## src/rtl/arb_mux_rtl.sv

```systemverilog
// N-to-1 round-robin arbitrated mux with val/rdy channels and a one-entry output buffer.
// Define ARB_MUX_SEL_OUT_EN to expose the registered source index on out_sel.
module arb_mux_rtl #(
  parameter int NUM_IN = 4,
  parameter int WIDTH  = 32,
  parameter int SEL_W  = $clog2(NUM_IN)
) (
  input  logic                    clk,
  input  logic                    rst,
  input  logic [NUM_IN-1:0]       in_val,
  output logic [NUM_IN-1:0]       in_rdy,
  input  logic [NUM_IN*WIDTH-1:0] in_data,
  output logic                    out_val,
  input  logic                    out_rdy,
  output logic [WIDTH-1:0]        out_data
`ifdef ARB_MUX_SEL_OUT_EN
  ,
  output logic [SEL_W-1:0]        out_sel
`endif
);

  localparam logic EMPTY = 1'b0;
  localparam logic FULL  = 1'b1;

  logic [SEL_W-1:0] rr_ptr;
  logic [SEL_W-1:0] gnt;
  logic             gnt_vld;
  logic             load_en;
  logic             take;
  logic [WIDTH-1:0] gnt_data;

  assign load_en = (out_val == EMPTY) || out_rdy;

  // Scan from rr_ptr upward, wrapping at NUM_IN rather than 2^SEL_W.
  always_comb begin
    int idx;
    idx     = 0;
    gnt_vld = 1'b0;
    gnt     = '0;
    for (int k = 0; k < NUM_IN; k++) begin
      idx = int'(rr_ptr) + k;
      if (idx >= NUM_IN) idx = idx - NUM_IN;
      if (!gnt_vld && in_val[idx]) begin
        gnt_vld = 1'b1;
        gnt     = SEL_W'(idx);
      end
    end
  end

  assign gnt_data = in_data[int'(gnt)*WIDTH +: WIDTH];
  assign take     = gnt_vld && load_en && !rst;

  always_comb begin
    in_rdy = '0;
    if (take) in_rdy[gnt] = 1'b1;
  end

  always_ff @(posedge clk or posedge rst) begin
    if (rst) begin
      out_val  <= EMPTY;
      out_data <= '0;
      rr_ptr   <= '0;
    end else if (take) begin
      out_val  <= FULL;
      out_data <= gnt_data;
      rr_ptr   <= (gnt == SEL_W'(NUM_IN - 1)) ? '0 : gnt + SEL_W'(1);
    end else if (out_val == FULL && out_rdy) begin
      out_val  <= EMPTY;
    end
  end

`ifdef ARB_MUX_SEL_OUT_EN
  always_ff @(posedge clk or posedge rst) begin
    if (rst) begin
      out_sel <= '0;
    end else if (take) begin
      out_sel <= gnt;
    end
  end
`endif

endmodule

```

## config.mk

```make
export PLATFORM = sky130hd
export DESIGN_NAME = arb_mux_rtl
export DESIGN_NICKNAME = d
export VERILOG_FILES = /design/src/rtl/arb_mux_rtl.sv
export SDC_FILE = /design/constraint.sdc
export NUM_CORES = 1
export LEC_CHECK = 0
export CAP_MARGIN = 20
export CORE_MARGIN = 3
export CORE_UTILIZATION = 35
export CTS_BUF_LIST = sky130_fd_sc_hd__clkbuf_4
export CTS_CLUSTER_DIAMETER = 50
export CTS_CLUSTER_SIZE = 24
export DETAILED_ROUTE_END_ITERATION = 7
export PLACE_DENSITY = 0.92
export SLEW_MARGIN = 5
export SYNTH_ARGS = -nofsm -noshare
export SYNTH_HDL_FRONTEND = slang
export SYNTH_SLANG_ARGS = --single-unit
```

## constraint.sdc

```tcl
create_clock -name clk -period 2 [get_ports clk]
set_input_delay 0.3 -clock clk [delete_from_list [all_inputs] [get_ports clk]]
set_output_delay 0.3 -clock clk [all_outputs]
set_load 0.005 [all_outputs]
```

**Word-level counts from Yosys, hierarchy flattened**

Index checks and enable logic that the tools add are counted.

- Register bits after elaboration: 35
- Bits of input ports: 135
- Output and inout port bits: 37

- $add $sub $neg: 8
- Order comparisons: 10
- Equality and inequality tests: 1
- Shifts and indexed selects: 1
- Muxes and demuxes: 30
- Bitwise operators: 1
- Reduce and logical (&&, ||, !) cells: 13

Operators by type and width:

| operator | count |
|---|---|
| less-than comparator 32 x 4 -> 1 bit, second input constant | 4 |
| 2-to-1 mux 32 bit | 4 |
| indexed part select 128 x 8 -> 32 bit | 1 |
| 2-to-1 mux 1 bit | 15 |
| subtractor 3 x 3 -> 4 bit, second input constant | 3 |
| 2-to-1 mux 2 bit | 5 |
| greater-or-equal comparator 3 bit, second input constant | 3 |
| binary-select mux 1 bit (select 2 bit) | 4 |
| logical AND 1 bit | 7 |
| adder 2 x 2 -> 3 bit, second input constant | 2 |
| logical NOT 1 bit | 4 |
| 2-to-1 mux 4 bit | 1 |
| subtractor 2 x 3 -> 4 bit, second input constant | 1 |
| adder 2 x 1 -> 3 bit, second input constant | 1 |
| greater-or-equal comparator 2 x 3 -> 1 bit, second input constant | 1 |
| less-than comparator 2 x 3 -> 1 bit, second input constant | 1 |
| adder 2 x 1 -> 2 bit, second input constant | 1 |
| demux 1 bit (select 2 bit) | 1 |
| == test 2 bit, second input constant | 1 |
| greater-or-equal comparator 2 x 1 -> 1 bit, second input constant | 1 |
| nonzero test 2 bit | 1 |
| logical OR 1 bit | 1 |
| inverter 1 bit | 1 |

**Depth between registers and ports, before layout**

Gate-level depths: netlist (run 1).

- Word-level depth: 20
- Gate-level depth with buffers: 9
- Mapped depth without buffers: 6

**Least setup slack after synthesis (run 1)**

OpenSTA, ideal clock, no wires.

- Path type: register -> register
- Start point: register rr_ptr[1]
- End point: register rr_ptr[1]
- Data arrival time: 1,730 ps
- Setup slack: 145 ps
- Cell stages (with the launch flop): 9
- Path buffers: 3
- Cell sequence: dfrtp_1 -> a21o_1 -> a21oi_1 -> o22a_1 -> buf_2 -> buf_6 -> buf_4 -> ha_1 -> mux2_2

- Word-level cells in the longest chain between the ends: 17
- Elaborated cells between the ends (all ways): 46
- Those cells by class: add/sub (8); order compare (4); eq/ne (1); mux (25); reduce/logical (8)

Ends and longest elaborated chain:

| what | line | source |
|---|---|---|
| start, declared | 25 | `logic [SEL_W-1:0] rr_ptr;` |
| start signal, assigned | 66 | `rr_ptr <= (gnt == SEL_W'(NUM_IN - 1)) ? '0 : gnt + SEL_W'(1);` |
| branches (longest 17 deep; another with subtractor 3 x 3 -> 4 bit) | -- |  |

Several ways; the timed one is not identified. The select of a mux whose other input is x is not followed.
A chain may end at the register's enable or synchronous reset.

**Final worst setup path (run 1)**

- Start point: register rr_ptr[0]
- End point: output port in_rdy[2]

- Word-level cells in the longest chain between the ends: 20
- Elaborated cells between the ends (all ways): 49
- Those cells by class: add/sub (7); order compare (6); mux (27); reduce/logical (9)

Ends and longest elaborated chain:

| what | line | source |
|---|---|---|
| branches (longest 19 deep; another with subtractor 3 x 3 -> 4 bit) | -- |  |
| 2-to-1 mux 4 bit * | 55 | `if (take) in_rdy[gnt] = 1'b1;` |
| end, declared | 11 | `output logic [NUM_IN-1:0] in_rdy,` |

Mark *: on every way between the ends. The select of a mux whose other input is x is not followed.

==> flow_summary.yaml, run 1 <==
floorplan:
  ios: 172
  initial_core_util: 0.374
  die_area_um2: 7560
  die_y_um: 86.9
  coreArea_um2: 6130
  rows: 28
  die_x_um: 86.9
place:
  place.gp.congestion: 0.745
  io_buffers: 171
  place_ws_ps: -539
  placed_cell_area_um2: 4110
  place_hpwl_mm: 6.17
clocking:
  clkTransAtPathRegs_ps: 110
  cts_sinks: 35
  clockBufferDepth: 2
  cts_tree: "done"
  ctsHtreeMaxLevel: 2
  cts-root-buf: "clkbuf_4"
  cts_buffers: 5
  clk_latency_ps: 320
  cts-hold-fix-buffers: 0
timing:
  timing.final.crit_share: 1.05
  drv_slew: 0
  timing.final.crit_period_ps: 2090
  holdWs_ps: 497
  timing.fmax_mhz: 477
  finalHoldViolCount: 0
  maxSlewHeadroom: 0.714
  rsz0062_at_grt: "yes"
  tightest_slew_ps: 429
  setup_viol: 4
  clock_skew_ps: 9.39
  fin_ws_ps: -94.6
final_layout:
  fillCellCount: 434
  drive_above_1_share: 0.166
  antenna_cells: 0
  final_util: 0.713
  synthToLayoutAreaGrowth_pct: 90.6
  nNetsFinal: 532
  fin_area_um2: 4370
min_path:
  hold_class: "primary input to async pin"
routing:
  wl_per_cell_um: 17.2
  num_vias: 2456
  first_pass_iters: 4
  drt_iter0_markers: 81
  route.detailed.drc: 0
  postRouteAntennaNets: 0
  wl_mm: 8.13
  viasPerCell: 5.20
power:
  p_leak_nw: 1.89
  power_mw: 3.93
  ir_worst_vdd_mv: 0.644
  power_density_nw_per_um2: 899
logic_synthesis:
  synthDistinctLibCells: 23
  netlist_top_cells_area: "dfrtp_1 38%, mux2i_1 28%, o221ai_1 8.4%"
  synthArstFlopShare: 1.00
  yosys.area.top_type: "dfrtp_1"
  synth_nets: 348
  synthesis.area_um2: 2290
  ys_seq_area_frac: 0.382
  netlist_instances: 212
  yosys_register_bits: 35
  yosysWarningCount: 0
  synth_ff_type: "dfrtp_1"
  synth_edf_count: 0
  syn_area_per_cell_um2: 10.8
  synth_top_area_share: 0.382
setup_path:
  worstPathCellList: "nand2b_4, a21oi_4, a211oi_4, buf_4, or2_4, nor2_4, buf_2"
  crit_family: "simple AND/OR/NAND/NOR gates"
  cp.required_ps: 1700
  crit_path_end_kind: "output port"
  path_class: "register to output port"
  cp.depth: 7
  worst-path-buf-inv: 2
  cpPeakStageDelay_ps: 450
  arrival_ps: 1790
  start_kind: "register"
  r2r_cells: 9
  slowest_stage: "dfrtp_1"
  cp_max_fo: 4
flow_run:
  maxCapViolations: 0
grt:
  grt_first_pass_wirelength_mm: 12.4
  track_usage: 0.208
  antenna_found_initial: 0
  grt_max_degree: 34
  grt_overflow_total: 0
  grt_pass1_vias: 2627
status:
  violations: "setup timing"
  status: "complete, but fails checks"
layout by cell type, fill, tap and decap left out, drive strengths merged, types with 2 or more instances in the layout:
cell	synthesis	routed
clkinv	0	2
dfrtp	35	35
nor2	5	5
clkbuf	4	8
nand2b	5	5
nand2	33	33
a21oi	3	3
o221ai	32	32
buf	16	28
mux2i	64	64
inv	6	6
clkdlybuf4s50	0	164
dlygate4sd2	0	3
cells in the mapped netlist (2+ instances only):
library cell and instances:
nor2_1 5, buf_6 6, buf_4 2, clkbuf_1 4, mux2i_1 64, a21oi_1 3, o221ai_2 10, inv_1 6
nand2_1 33, o221ai_1 22, nand2b_1 4, buf_2 8, dfrtp_1 35
area by class of cell:
class / instances / area [um2] / area share
clock inverter: 2 / 7.51 / 0.00172
clock buffer: 6 / 45.0 / 0.0103
sequential: 35 / 876 / 0.200
inverter: 6 / 22.5 / 0.00515
tap: 75 / 93.8 / 0.0215
multi-input combinational: 151 / 1360 / 0.310
timing repair buffer: 197 / 1970 / 0.451
where the power goes:
group / total (mW) / internal [mW] / switching, mW / leakage, nW
logic: 2.39 / 1.47 / 0.919 / 1.43
clock network: 0.362 / 0.144 / 0.218 / 0.0307
registers: 1.18 / 0.993 / 0.185 / 0.429
total: 3.93 / 2.61 / 1.32 / 1.89
metal layers:
layer  share of wire  wire length, um  up-vias  global-route usage
met2            0.49             4010      141               0.363
li1                -                -     1164                   -
met5               0                0        -                   0
met3            0.11              903       12              0.0766
met1            0.38             3060     1139               0.235
met4           0.018              148        0              0.0623
path summary, 6_finish.rpt:
path                                     startpoint                  endpoint  slack, ps
max in group asynchronous                       rst  out_data[28]$_DFFE_PP0P_       1290
max reg2reg                   rr_ptr[1]$_DFFE_PP0P_  out_data[17]$_DFFE_PP0P_         30
min in group clk           out_data[24]$_DFFE_PP0P_  out_data[24]$_DFFE_PP0P_        500
max                           rr_ptr[0]$_DFFE_PP0P_                 in_rdy[2]        -90
min reg2reg                out_data[24]$_DFFE_PP0P_  out_data[24]$_DFFE_PP0P_        500
min                                             rst     rr_ptr[0]$_DFFE_PP0P_        500
stage by stage:
| stage | setup TNS, ps | cells |
|---|---|---|
| detailed placement | -12990 | 454 |
| CTS | -192 | 470 |
| finish | -207 | 472 |
| floorplan | 0 | 212 |
| global route | -1320 | 472 |
| global placement | -11530 | 454 |
state kept, by name, indices dropped and copies added (netlist names):
signal and count:
out_data 32, out_val 1, rr_ptr 2
worst min-delay path, cell delays in order:
cell             delay [ps]
clkdlybuf4s50_1         450
buf_4                   150
inv_1                    60
buf_4                   230
cell families after synthesis:
group / Yosys count / share of synthesized area
simple gates: 44 / 0.0819
flops: 35 / 0.382
compound gates: 41 / 0.176
fa+ha+maj: 1 / 0.00546
buf+inv: 26 / 0.0699
mux: 65 / 0.284
timing repair:
item / CTS / global route
setup endpoints to repair: 9 / 33
pin swaps: 8 / 5
setup buffers: 8 / 0
gates resized for setup: 35 / 12
cloned: 0 / 2
hold endpoints to repair: 0 / 0
(Power assumes the default switching activity.)
==> run 2: changes to the inputs <==
Settings changed: CORE_UTILIZATION 35 to 30, PLACE_DENSITY 0.92 to 0.82, REMOVE_ABC_BUFFERS set to 1.
==> run 2 against run 1 <==
  * The run still ends with setup timing left
  * Maximum frequency rose by 4.6%
  * Combinational power fell by 6%
  * Register-to-register slack improved by 50 ps
  * Sequential share of layout area rose by 0.36 points
  * Via count fell by 1.8%
  * Clock-buffer cell count fell by 1
  * Non-clock buffer count fell by 4
  * First-iteration DRC count fell by 19%
  * Sequential cell count did not move
  * Critical endpoint unchanged
==> flow_summary.yaml, run 2 (synthesis results as in run 1) <==
min_path:
  hold_end: "out_val$_DFFE_PP0P_"
  min_from: "in_val[2]"
  hold_class: "primary input to register"
  whs_path_depth: 4
place:
  place_ws_ps: -467
  io_buffers: 171
  place_hpwl_mm: 6.20
  place.gp.congestion: 0.793
  placed_cell_area_um2: 4150
routing:
  wl_mm: 7.88
  postRouteAntennaNets: 0
  route.detailed.drc: 0
  drt_iter0_markers: 66
  num_vias: 2411
  first_pass_iters: 4
  viasPerCell: 4.91
  wl_per_cell_um: 16.1
floorplan:
  rows: 31
  initial_core_util: 0.313
  die_area_um2: 8730
  die_y_um: 93.4
  ios: 172
  die_x_um: 93.4
  coreArea_um2: 7330
clocking:
  clk_latency_ps: 330
  cts-hold-fix-buffers: 0
  clockBufferDepth: 2
  cts_buffers: 5
  cts-root-buf: "clkbuf_4"
  cts_tree: "done"
  cts_sinks: 35
  ctsHtreeMaxLevel: 2
  clkTransAtPathRegs_ps: 100
grt:
  grt_pass1_vias: 2563
  grt_overflow_total: 0
  track_usage: 0.174
  grt_max_degree: 34
  grt_first_pass_wirelength_mm: 12.1
  antenna_found_initial: 0
power:
  ir_worst_vdd_mv: 0.450
  clock_power_share: 0.095
  p_switching_mw: 1.28
  power_density_nw_per_um2: 879
  p_leak_nw: 1.86
  seq_power_share: 0.309
  p_comb_frac: 0.597
  p_int_mw: 2.49
  sw_frac_of_total: 0.339
timing:
  timing.final.crit_period_ps: 2000
  fin_ws_ps: -2.75
  setup_viol: 1
  drv_slew: 0
  tightest_slew_ps: 432
  rsz0062_at_grt: "yes"
  maxSlewHeadroom: 0.712
  timing.fmax_mhz: 499
  finalHoldViolCount: 0
  fin_setup_tns_ps: -2.75
  timing.final.crit_share: 1.00
  clock_skew_ps: 12.4
final_layout:
  nNetsFinal: 528
  largest_register_ffs: 32
  mostFrequentLayoutCells: "163 x clkdlybuf4s50_1, 63 x mux2i_1, 35 x dfrtp_1, 33 x nand2_1, 22 x o221ai_1"
  fin_area_um2: 4290
  final_common_cell: "clkdlybuf4s50_1"
  top_register: "out_data"
  antenna_cells: 0
  synthToLayoutAreaGrowth_pct: 87.3
  largestRegisters: "out_data (32), rr_ptr (2), out_val (1)"
  drive_above_1_share: 0.145
flow_run:
  maxCapViolations: 0
status:
  status: "complete, but fails checks"
  violations: "setup timing"
setup_path:
  worstReg2RegEnd: "out_data[9]$_DFFE_PP0P_"
  rrSetupSlack_ps: 80
  r2r_cells: 8
  r2r-start: "rr_ptr[1]$_DFFE_PP0P_"
  start_kind: "register"
  path_class: "register to output port"
  cp_max_fo: 4
  crit_path_end_kind: "output port"
  cp.required_ps: 1700
  arrival_ps: 1700
==> run 2: cell types whose count changed in the layout (fill, tap and decap cells not counted), sizes merged <==
cell           delta
buf               -3
dlymetal6s2s      +1
clkdlybuf4s50     -1
clkbuf            -2
==> run 2: worst max path at each step <==
stage | startpoint | end | slack (ps) | cells past startpoint
global placement | in_val[1] | in_rdy[3] | -480 | 8
global route | rr_ptr[0]$_DFFE_PP0P_ | in_rdy[0] | -80 | 7
CTS | rr_ptr[0]$_DFFE_PP0P_ | in_rdy[2] | -40 | 7
floorplan | rr_ptr[1]$_DFFE_PP0P_ | rr_ptr[1]$_DFFE_PP0P_ | -1770 | 5
detailed placement | in_val[0] | in_rdy[2] | -470 | 7
finish | rr_ptr[1]$_DFFE_PP0P_ | in_rdy[2] | -3 | 8
==> run 2: stage by stage <==
stage	instances	hold WS, ps	power, mW	util
floorplan	192	454	2.18	-
global placement	480	470	3.25	0.566
detailed placement	480	476	3.30	0.566
CTS	490	466	3.81	0.583
global route	491	471	4.02	0.586
finish	491	448	3.77	0.586
==> run 2: cell type report <==
| class | instances | area [um2] |
|---|---|---|
| Inverter | 6 | 22.5 |
| Multi-Input combinational cell | 151 | 1310 |
| Clock inverter | 2 | 8.76 |
| Timing Repair Buffer | 193 | 1910 |
| Tap cell | 99 | 124 |
| Clock buffer | 5 | 37.5 |
| Sequential cell | 35 | 876 |
| Fill cell | 626 | 3040 |
==> run 2: power groups by stage <==
stage	combinational (mW)	clock, mW	sequential [mW]
3_3_place_gp	2.09	0	1.16
4_1_cts	2.26	0.380	1.16
2_1_floorplan	1.00	0	1.18
5_1_grt	2.41	0.411	1.20
3_5_place_dp	2.13	0	1.17
6_report	2.25	0.357	1.16
==> run 2: repair_timing <==
action	CTS	global route
endpoints found under the setup margin	17	13
pin swaps	4	5
gates resized for setup	28	9
setup buffers	2	1
gates cloned	1	0
==> run 2: metal layers <==
layer,up-vias,global-route usage,wire length [um]
met3,6,0.0418,474
met1,1160,0.187,2890
met2,90,0.337,4450
li1,1155,-,-
met4,0,0.0452,74
met5,-,0,0
==> run 2: critical path, stage by stage (launching register included) <==
cell and delay [ps]:
dfrtp_1 420, buf_6 140, buf_4 130, o22a_4 240, buf_6 130, buf_4 140, inv_2 50, nor2_2 30
buf_2 110
==> run 3: changes to the inputs <==
Settings changed: ABC_AREA set to 1, PLACE_DENSITY 0.82 to 0.73, SLEW_MARGIN 5 to 25.
==> run 3 against run 2 <==
  * The flow still finishes with violations (setup timing)
  * Worst hold slack worse by 5.7 ps
  * Critical path depth increased by 4
  * Clock skew fell by 8.4 ps
  * First-iteration DRC count grew to 3.4 times the previous value
  * Global-route usage increased by 3.8 points
  * Via count up 87%
  * Cell area grew 45%
  * Critical endpoint is now in_rdy[3]
==> flow_summary.yaml, run 3 <==
logic_synthesis:
  yosys.area.top_type: "nand2_1"
  synth_compound_area_frac: 0.00504
  synthesis.area_um2: 3220
  synth_top_family_by_area: "simple AND/OR/NAND/NOR gates"
  synth_mux_area_frac: 0
  synth.most_common_cell: "nand2_1"
  yosys.area_share.simple: 0.549
  netlist_top_cells_area: "nand2_1 34%, dfrtp_1 27%, nand4_1 12%"
  synthDistinctLibCells: 18
  ys_seq_area_frac: 0.272
  synth_ff_type: "dfrtp_1"
  synth_commonest_cells: "293 x nand2_1, 78 x inv_1, 64 x nand4_1"
  synthArstFlopShare: 1.00
  syn_area_per_cell_um2: 5.67
  synth_top_area_share: 0.341
  yosys.area_share.xor_xnor: 0
  yosysWarningCount: 0
  netlist_instances: 569
  yosys_register_bits: 35
  synth_fa_ha_area_frac: 0.00388
  synth_edf_count: 0
clocking:
  cts_tree: "done"
  clockBufferDepth: 2
  ctsHtreeMaxLevel: 2
  cts-root-buf: "clkbuf_4"
  cts_buffers: 5
  clk_latency_ps: 330
  cts_sinks: 35
  clkTransAtPathRegs_ps: 110
final_layout:
  top_register: "out_data"
  synthToLayoutAreaGrowth_pct: 92.9
  largestRegisters: "out_data (32), rr_ptr (2), out_val (1)"
  largest_register_ffs: 32
  antenna_cells: 0
  final_common_cell: "nand2_1"
  nNetsFinal: 900
  fin_area_um2: 6220
  stdcell_count: 899
  drive_above_1_share: 0.236
  mostFrequentLayoutCells: "222 x nand2_1, 167 x clkdlybuf4s50_1, 73 x inv_1, 64 x nand4_1, 46 x nand2_2"
timing:
  fin_ws_ps: -455
  clock_skew_ps: 3.95
  tightest_slew_ps: 487
  rsz0062_at_grt: "yes"
  drv_slew: 0
  finalHoldViolCount: 0
  setup_viol: 38
  timing.fmax_mhz: 407
  timing.final.crit_share: 1.23
  timing.final.crit_period_ps: 2450
  maxSlewHeadroom: 0.676
  holdWs_ps: 443
routing:
  drt_iter0_markers: 225
  num_vias: 4505
  wl_mm: 15.2
  route.detailed.drc: 0
  wl_per_cell_um: 16.9
  viasPerCell: 5.01
  first_pass_iters: 4
  postRouteAntennaNets: 0
setup_path:
  worst-path-buf-inv: 5
  cp_max_fo: 6
  path_class: "register to output port"
  cp.required_ps: 1700
  slowest_stage: "dfrtp_2"
  cpPeakStageDelay_ps: 500
  worstPathCellList: "buf_6, nand2_4, nand2_4, buf_4, nor2_2, nor2_2, nand3_4, buf_6, nand3_4, buf_4, nor2_1, buf_2"
  crit_path_end_kind: "output port"
  rrSetupSlack_ps: -340
  crit_family: "buffers and inverters"
  start_kind: "register"
  arrival_ps: 2150
power:
  power_density_nw_per_um2: 2130
  p_leak_nw: 3.27
  ir_worst_vdd_mv: 2.21
grt:
  grt_pass1_vias: 4104
  grt_first_pass_wirelength_mm: 20.2
  grt_max_degree: 65
  grt_overflow_total: 0
  track_usage: 0.212
  antenna_found_initial: 0
place:
  place_hpwl_mm: 8.11
  placed_cell_area_um2: 5040
  dp.cells: 858
  io_buffers: 171
  place.gp.congestion: 0.864
floorplan:
  coreArea_um2: 10400
  die_x_um: 110
  initial_core_util: 0.311
  die_y_um: 110
  rows: 37
  die_area_um2: 12000
  ios: 172
flow_run:
  maxCapViolations: 0
status:
  violations: "setup timing"
  status: "complete, but fails checks"
min_path:
  hold_class: "primary input to async pin"
## run 3: changes by cell type in the layout (fill, tap and decap cells not counted), moves of 6 or more
| cell | before | now |
|---|---|---|
| nand2_1 | 33 | 222 |
| nand4_1 | 0 | 64 |
| buf_12 | 0 | 14 |
| nand2_4 | 0 | 25 |
| nand2_2 | 0 | 46 |
| mux2i_1 | 63 | 0 |
| nand3_1 | 0 | 19 |
| o221ai_2 | 10 | 0 |
| buf_4 | 17 | 24 |
| buf_6 | 2 | 8 |
| o221ai_1 | 22 | 0 |
| clkbuf_16 | 0 | 6 |
| inv_1 | 4 | 73 |
| nand3_2 | 0 | 19 |
## run 3: metal layers
layer  track usage  part of all wire  vias up
met4        0.0748             0.017        0
met5             0                 0        -
met1         0.283              0.42     2101
li1              -                 -     2172
met3        0.0452             0.082       20
met2         0.340              0.48      212
## run 3: power breakdown
| part | leakage (nW) | internal, mW | switching, mW | total (mW) |
|---|---|---|---|---|
| clock | 0.0276 | 0.139 | 0.240 | 0.379 |
| sequential | 0.436 | 1.06 | 0.218 | 1.28 |
| combinational | 2.80 | 5.37 | 6.19 | 11.6 |
| total | 3.27 | 6.57 | 6.65 | 13.2 |
## run 3: logic make-up (layout without fill, tap and decap cells)
group | after synthesis | after routing
adders and majority gates | 1 | 1
buffers and inverters | 122 | 316
AOI/OAI and AO/OA | 3 | 3
and+or+nand+nor | 408 | 408
DFF | 35 | 35
## run 3: stage by stage
step                      setup TNS [ps]  power (mW)  utilization  setup slack [ps]
after floorplan                   -62100        5.36            -             -1830
after global placement            -15830        7.99        0.486              -582
after detailed placement          -17800        8.07        0.486              -625
after CTS                          -7890        12.0        0.556              -383
after global routing              -14200        14.2        0.600              -579
final                              -9250        13.2        0.600              -455
## run 3: layout make-up
class,instances,area (um2)
clock buffers,6,45.0
inverters,81,309
repair inverters,1,7.51
repair buffers,228,2520
fillers,924,4150
flip-flops and latches,35,877
well taps,136,170
multi-input cells,412,2290
## run 3: worst paths after layout
path                       depth (start not counted)                        to                     from
max                                               12                 in_rdy[3]    rr_ptr[0]$_DFFE_PP0P_
min                                                3  out_data[19]$_DFFE_PP0P_                      rst
max reg2reg                                       19  out_data[23]$_DFFE_PP0P_    rr_ptr[0]$_DFFE_PP0P_
min reg2reg                                        2   out_data[6]$_DFFE_PP0P_  out_data[6]$_DFFE_PP0P_
max in group asynchronous                          3     rr_ptr[0]$_DFFE_PP0P_                      rst
min in group clk                                   2   out_data[6]$_DFFE_PP0P_  out_data[6]$_DFFE_PP0P_
## run 3: worst reg2reg max path, delay by kind of cell (launching register included)
family / cells / cell delay (ps)
buffers and inverters: 5 / 780
AND/OR/NAND/NOR: 14 / 970
flip-flops: 1 / 500
## run 3: repair_timing
item                                    4_1_cts  5_1_grt
setup buffers                                20        7
hold buffers                                  0        0
gates resized for setup                     102      104
pin swaps                                    20       30
endpoints found under the setup margin       38       39
cloned                                        9        9
==> patch: new RTL, settings of run 1 <==
Change the parameter `NUM_IN` from 4 to 2.
--- a/src/rtl/arb_mux_rtl.sv
+++ b/src/rtl/arb_mux_rtl.sv
@@ -1,7 +1,7 @@
 // N-to-1 round-robin arbitrated mux with val/rdy channels and a one-entry output buffer.
 // Define ARB_MUX_SEL_OUT_EN to expose the registered source index on out_sel.
 module arb_mux_rtl #(
-  parameter int NUM_IN = 4,
+  parameter int NUM_IN = 2,
   parameter int WIDTH  = 32,
   parameter int SEL_W  = $clog2(NUM_IN)
 ) (
Ports: changed (resized in_data, in_rdy and in_val); port bits go from 172 to 104. The function was not compared with the original's and may differ.
==> patch against run 1 <==
- setup slack improved by 310 ps
- sequential cell count decreased by 1
- first-iteration DRC count rose by 85%
- wire length down 32%
- clock skew rose by 1.3 ps
- design area down 34%
- area after synthesis fell by 25%
- fmax increased by 17%
- critical endpoint is now in_rdy[0]
- highest routed layer unchanged
Power is not compared: it rests on default switching activity, and its combinational part moved more than twofold at a synthesized area within 25%.
==> patch: results <==
[layout]
largestRegisters = out_data (32), out_val (1), rr_ptr (1)
final_cells = 326
share_of_cells_above_drive_strength_1_pct = 8.43
num_antenna_cells = 0

[detailed_routing]
drtIter0Drc = 150
routed_wire_length_per_instance_um = 16.9
detailedRoute.firstPassIterationCount = 4
avgViaCountPerCell = 5.37

[global_route]
groute.layer.met3.usage_pct = 5.79
grt_first_pass_wirelength_um = 9080
grt_util_met1_pct = 24.2
grt_usage_pct = 19.2
antenna_found_initial = 0
first_global_vias = 1800
global_route.usage.met2_pct = 32.1
grt_max_degree = 35

[sta]
finClkSkew_ps = 10.7
maxSlewHeadroom_pct = 75.7

[clock_network]
clk_latency_ps = 330
clock_pin_slew_on_the_worst_setup_and_hold_paths_ps = 100
ctsHtreeMaxLevel = 2
ctsLongestPathBuffers = 2
cts_inserted_buffers = 5
root_buffer_master = clkbuf_4

[synthesis]
ys_warn_count = 0
ys_top_cells_by_area = dfrtp_1, a221o_1, nor4_1
synth_common_cells = dfrtp_1, a221o_1, nand2_1, nor4_1, clkbuf_1
synth.distinct_cells = 19
post_synth.cell_area_avg_um2 = 10.5
yosysSeqAreaShare_pct = 49.5
async_reset_ff_share_pct = 100
synth_fp_nets = 232

[status]
run_status = completed

[pwr]
ir_worst_vdd_mv = 0.366
power.static_leakage_nw = 1.17

[place]
place.detailed.instances = 318
dpl-instance-area_um2 = 2790
portBuffers = 103
placement.setup.worst_slack_ps = -87.4
replace_congestion = 0.775
place.detailed.hpwl_um = 3920

[worst_hold_path]
worst_hold_path.num_cells = 1
hp-class = reg -> reg

[critical_path]
crit_path_max_incr_delay_ps = 500
cp_data_arrival_time_ps = 1490
cp_max_fo = 3
rr_worst_depth = 4
critical_path.slowest_cell = clkdlybuf4s50_1
[patch: cells by family after synthesis]
group | synth area share, %
AOI/OAI and AO/OA | 20.7
buffers and inverters | 8.59
DFF | 49.5
and+or+nand+nor | 21.3
[patch: layout make-up]
| cell class | count | area [um2] |
|---|---|---|
| fill | 376 | 1670 |
| timing repair buffer | 113 | 1130 |
| sequential | 34 | 851 |
| multi-input combinational | 104 | 723 |
| tap | 65 | 81.3 |
| clock inverter | 3 | 40.0 |
| clock buffer | 5 | 37.5 |
| inverter | 2 | 7.51 |
[patch: power breakdown]
part           total, mW  switching [mW]  internal (mW)
Combinational      0.757           0.259          0.497
Sequential         0.910          0.0851          0.825
Clock              0.490           0.231          0.259
[patch: timing repair]
item                                    in CTS  in global routing
endpoints found under the setup margin       2                  0
setup buffers                                0                  0
resized for setup                            3                  0
[patch: critical path, delay by kind of cell]
kind | cells | cell delay [ps]
buffers and inverters | 3 | 860
AOI/OAI and AO/OA | 1 | 330
[patch: path summary, 6_finish.rpt]
| check | start | slack (ps) | end |
|---|---|---|---|
| worst max-delay path | in_val[0] | 210 | in_rdy[0] |
| worst min-delay path | out_data[23] | 520 | out_data[23] |
| worst max register to register | out_val | 330 | out_data[27] |
| worst min register to register | out_data[23] | 520 | out_data[23] |
| max in group asynchronous | rst | 1110 | out_data[29] |
| min in group asynchronous | rst | 720 | out_data[17] |
[patch: layer usage]
metal | up-vias | routed length [um]
li1 | 832 | -
met1 | 836 | 2260
met2 | 79 | 2780
met3 | 4 | 437
met4 | 0 | 35
met5 | - | 0
[patch: metrics by stage]
stage	util, %	setup TNS [ps]
after detailed placement	61.6	-2340
after global placement	61.6	-145
after global routing	63.2	0
after floorplan	-	0
final	63.2	0
after CTS	63.2	0
